$ cat src/rtl/sram_arb_ctrl.sv
// Two-port (fetch / data) controller for an external asynchronous SRAM.
// Round-robin arbitration, SETUP/STROBE/HOLD access timing, registered pad outputs.
module sram_arb_ctrl #(
  parameter int ADDR_W      = 18,
  parameter int DATA_W      = 16,
  parameter int WAIT_STATES = 0
) (
  input  logic              clk,
  input  logic              rst,
  input  logic              f_req,
  input  logic [ADDR_W-1:0] f_addr,
  output logic              f_ack,
  output logic [DATA_W-1:0] f_rdata,
  input  logic              d_req,
  input  logic              d_we,
  input  logic [ADDR_W-1:0] d_addr,
  input  logic [DATA_W-1:0] d_wdata,
  output logic              d_ack,
  output logic [DATA_W-1:0] d_rdata,
  output logic              busy,
  output logic [ADDR_W-1:0] sram_addr,
  output logic              sram_we,
  output logic              sram_oe,
  output logic [DATA_W-1:0] sram_dout,
  output logic              sram_dout_en,
  input  logic [DATA_W-1:0] sram_din
);

  typedef enum logic [1:0] {IDLE, SETUP, STROBE, HOLD} state_t;

  localparam logic       G_FETCH = 1'b0;
  localparam logic       G_DATA  = 1'b1;
  localparam logic [3:0] WS_LOAD = 4'(WAIT_STATES);

  state_t            state, state_nxt;
  logic              last_grant, last_nxt;
  logic              gnt_d, gnt_nxt;
  logic              lat_we, lat_we_nxt;
  logic [3:0]        cnt, cnt_nxt;
  logic              sel_d;
  logic [ADDR_W-1:0] addr_nxt;
  logic [DATA_W-1:0] dout_nxt;
  logic              we_nxt, oe_nxt, dout_en_nxt;
  logic              f_ack_nxt, d_ack_nxt, f_cap, d_cap;

  // Next-state and next-output decode; every pad/handshake output is the
  // registered version of these so nothing combinational reaches the pins.
  always_comb begin
    state_nxt   = state;
    last_nxt    = last_grant;
    gnt_nxt     = gnt_d;
    lat_we_nxt  = lat_we;
    cnt_nxt     = cnt;
    addr_nxt    = sram_addr;
    dout_nxt    = sram_dout;
    we_nxt      = 1'b0;
    oe_nxt      = 1'b0;
    dout_en_nxt = 1'b0;
    f_ack_nxt   = 1'b0;
    d_ack_nxt   = 1'b0;
    f_cap       = 1'b0;
    d_cap       = 1'b0;
    // On a tie the port that did not win last time takes the grant.
    sel_d       = d_req && (!f_req || (last_grant == G_FETCH));
    case (state)
      IDLE: begin
        if (f_req || d_req) begin
          state_nxt  = SETUP;
          gnt_nxt    = sel_d;
          last_nxt   = sel_d ? G_DATA : G_FETCH;
          lat_we_nxt = sel_d && d_we;
          addr_nxt   = sel_d ? d_addr : f_addr;
          if (sel_d && d_we) begin
            dout_nxt    = d_wdata;
            dout_en_nxt = 1'b1;
          end
        end
      end
      SETUP: begin
        state_nxt   = STROBE;
        cnt_nxt     = WS_LOAD;
        dout_en_nxt = lat_we;
        we_nxt      = lat_we;
        oe_nxt      = !lat_we;
      end
      STROBE: begin
        dout_en_nxt = lat_we;
        if (cnt == 4'd0) begin
          state_nxt = HOLD;
          f_ack_nxt = !gnt_d;
          d_ack_nxt = gnt_d;
          f_cap     = !gnt_d;
          d_cap     = gnt_d && !lat_we;
        end else begin
          cnt_nxt = cnt - 4'd1;
          we_nxt  = lat_we;
          oe_nxt  = !lat_we;
        end
      end
      HOLD: begin
        state_nxt = IDLE;
      end
      default: begin
        state_nxt = IDLE;
      end
    endcase
  end

  // Control state
  always_ff @(posedge clk or posedge rst) begin
    if (rst) begin
      state      <= IDLE;
      last_grant <= G_FETCH;
      gnt_d      <= 1'b0;
      lat_we     <= 1'b0;
      cnt        <= 4'd0;
    end else begin
      state      <= state_nxt;
      last_grant <= last_nxt;
      gnt_d      <= gnt_nxt;
      lat_we     <= lat_we_nxt;
      cnt        <= cnt_nxt;
    end
  end

  // Registered outputs; the address and write-data pads double as the
  // request latches, so they only change on a grant.
  always_ff @(posedge clk or posedge rst) begin
    if (rst) begin
      busy         <= 1'b0;
      sram_addr    <= '0;
      sram_dout    <= '0;
      sram_we      <= 1'b0;
      sram_oe      <= 1'b0;
      sram_dout_en <= 1'b0;
      f_ack        <= 1'b0;
      d_ack        <= 1'b0;
      f_rdata      <= '0;
      d_rdata      <= '0;
    end else begin
      busy         <= (state_nxt != IDLE);
      sram_addr    <= addr_nxt;
      sram_dout    <= dout_nxt;
      sram_we      <= we_nxt;
      sram_oe      <= oe_nxt;
      sram_dout_en <= dout_en_nxt;
      f_ack        <= f_ack_nxt;
      d_ack        <= d_ack_nxt;
      if (f_cap) f_rdata <= sram_din;
      if (d_cap) d_rdata <= sram_din;
    end
  end

endmodule

$ cat config.mk
export PLATFORM = sky130hd
export DESIGN_NAME = sram_arb_ctrl
export DESIGN_NICKNAME = d
export VERILOG_FILES = /design/src/rtl/sram_arb_ctrl.sv
export SDC_FILE = /design/constraint.sdc
export NUM_CORES = 1
export LEC_CHECK = 0
export BUFFER_PORTS_ARGS = -buffer_cell sky130_fd_sc_hd__buf_2
export CORE_ASPECT_RATIO = 1.75
export CORE_UTILIZATION = 47
export CTS_CLUSTER_SIZE = 20
export DETAILED_ROUTE_END_ITERATION = 12
export PLACE_DENSITY = 0.79
export SLEW_MARGIN = 15
export SYNTH_ARGS = -nofsm -noshare
export SYNTH_HDL_FRONTEND = slang
export SYNTH_SLANG_ARGS = --single-unit
$ cat constraint.sdc
create_clock -name clk -period 3.1 [get_ports clk]
set_input_delay 0.31 -clock clk [delete_from_list [all_inputs] [get_ports clk]]
set_output_delay 0.31 -clock clk [all_outputs]
set_load 0.1 [all_outputs]
==> results.ini <==
[sta]
fin_crit_sh_pct=81.2
fin_tns_setup_ns=0
fmax_mhz=397
worst_slew_pin_slew_ns=0.871
setup_violations=0
fin_crit_ns=2.52
hold_viol_final=0
finalClockSkew_ns=0.00907
slew_viol_final=0
hold_ws_ns=0.0642
relSlewSlack_pct=41.9
grt_setup_unrepaired=no

[clock_tree]
clockBufferDepth=2
cts.htree.levels=3
cts_setup_buffers=0
clk_pin_slew_ns=0.06
cts_tree=yes
clk_latency_ns=0.33
cts-resized-gates=0
cts-root-buf=clkbuf_16
cts_hold_buf=0
cts.sinks=80
cts_made_buffers=9

[grt]
grtUsageTotal_pct=20.2
antenna_found_initial=0
grt_pass1_wl_um=11400
grt-ovfl-total=0
grt_pass1_vias=2507
grt_max_degree=44

[placed_design]
port_buffers=144
routabilityCongestion=0.773
dpl.hpwl_um=5130

[finish]
fin_nets=493
most-common-layout-cells=buf_2 (144), dfrtp_1 (80), nand2_1 (40)
seq_area_um2=2000
area_growth_syn_to_layout_pct=31.9
mostFrequentLayoutCell=buf_2
n_fill_cell=531
antennaDiodeCount=0
drive_gt1_share_pct=51.9
multiInputGateArea_um2=1210

[worst_setup_path]
required_ns=3.31
critPathCaptureType=flop
start_kind=flop
cp_max_fo=17
crit_arrival_ns=2.73
worstSetupStartpoint=cnt[0]
r2r-start=cnt[0]
critical_path_class=flop to flop

[detailed_routing]
drt_first_pass_iters=4
ant_nets=0
m1WireLength_um=2810
wl_um=6960
vias_per_cell=5.04
via_count=2530
wl_met3_um=493
drc=0
drt_first_iter_violations=148
route.met2.wl_um=3530
drt-wirelength-per-cell_um=13.9
dr.max_layer_used=met4

[die]
io_pins=145
core_area_um2=6860
initial_core_util_pct=48.5
row_count=40
dieArea_um2=7430
die_h_um=113
die_x_um=65.6

[run_status]
status=completed

[logic_synthesis]
ys_dominant_reg_cell=dfrtp_1
synthesis.nets=348
synthTopCellsByArea=dfrtp_1 (60%), mux2_2 (13%), nand2_1 (4.5%)
yosysTopAreaCellShare_pct=60.2
ys_ff_latch=80
synthArstFlopShare_pct=100
synth-seq-area-share_pct=60.2
yosysWarnings=0
synth_edf_count=0
synth_cells=268
synth_area_um2=3330
synth_area_per_cell_um2=12.4
synth_cell_types=34
yosysTopAreaCell=dfrtp_1

[worst_hold_path]
hold_path_class=primary input to async pin

[run]
max_cap_violations=0

==> stage by stage <==
step | area [um2] | worst slack (ns) | cells | util (%)
after floorplan | 3330 | 0.738 | 268 | -
after global placement | 4110 | 0.707 | 486 | 59.9
after detailed placement | 4110 | 0.602 | 486 | 59.9
after CTS | 4390 | 0.574 | 502 | 64.0
after global routing | 4390 | 0.485 | 502 | 64.0
final | 4390 | 0.582 | 502 | 64.0
==> per-layer routing <==
layer  vias to the layer above  track usage (%)
li1                       1210                -
met1                      1191             24.3
met2                       118             33.6
met3                        11             5.24
met4                         0             8.55
met5                         -                0
==> registers in the layout (all words and copies together) (netlist names) <==
name / count
busy: 1
d_rdata: 16
f_rdata: 16
sram_addr: 18
sram_dout_en: 1
lat_we: 1
d_ack: 1
last_grant: 1
sram_oe: 1
f_ack: 1
sram_we: 1
cnt: 4
state: 2
sram_dout: 16
==> kinds of logic after synthesis <==
kind of cell,count (synthesis),share of synthesized area (%)
AO/OA/AOI/OAI,35,6.62
adder cells (fa/ha/maj),7,2.63
buffers and inverters,22,3.39
flip-flops,80,60.2
multiplexers,48,17.3
AND/OR/NAND/NOR,76,9.93
==> area by class of cell <==
cell class	count	share of cell area (%)
Sequential cell	80	45.6
Multi-Input combinational cell	166	27.6
Timing Repair Buffer	149	17.3
Clock buffer	11	5.76
Tap cell	84	2.39
Clock inverter	5	0.713
Inverter	7	0.627
==> Yosys cell counts, types with 2 or more instances <==
library cell and instances:
a21oi_1 3, a31oi_1 20, buf_1 2, buf_2 2, clkbuf_1 8, dfrtp_1 80, ha_1 7, inv_1 7
mux2_2 39, mux2_4 9, nand2_1 40, nor2_1 24, o21ai_0 5, or3b_1 2
==> path summary, 6_finish.rpt <==
path                                 to  slack, ns  cells past startpoint
setup / recovery             f_rdata[7]       0.58                      5
hold / removal               f_rdata[4]       0.06                      2
setup reg to reg             f_rdata[7]       0.58                      5
hold reg to reg             d_rdata[11]       0.50                      1
max in group asynchronous   d_rdata[11]       2.31                      3
min in group clk           sram_dout[1]       0.21                      2
==> critical path: stages (launching register included) <==
cell,delay [ns]
dfrtp_1,0.39
inv_1,0.13
ha_1,0.21
or3b_1,0.47
or3b_1,0.76
mux2_4,0.44
Power is not shown: default switching activity piles up to over one toggle a cycle in this logic, so the estimate is an artifact.
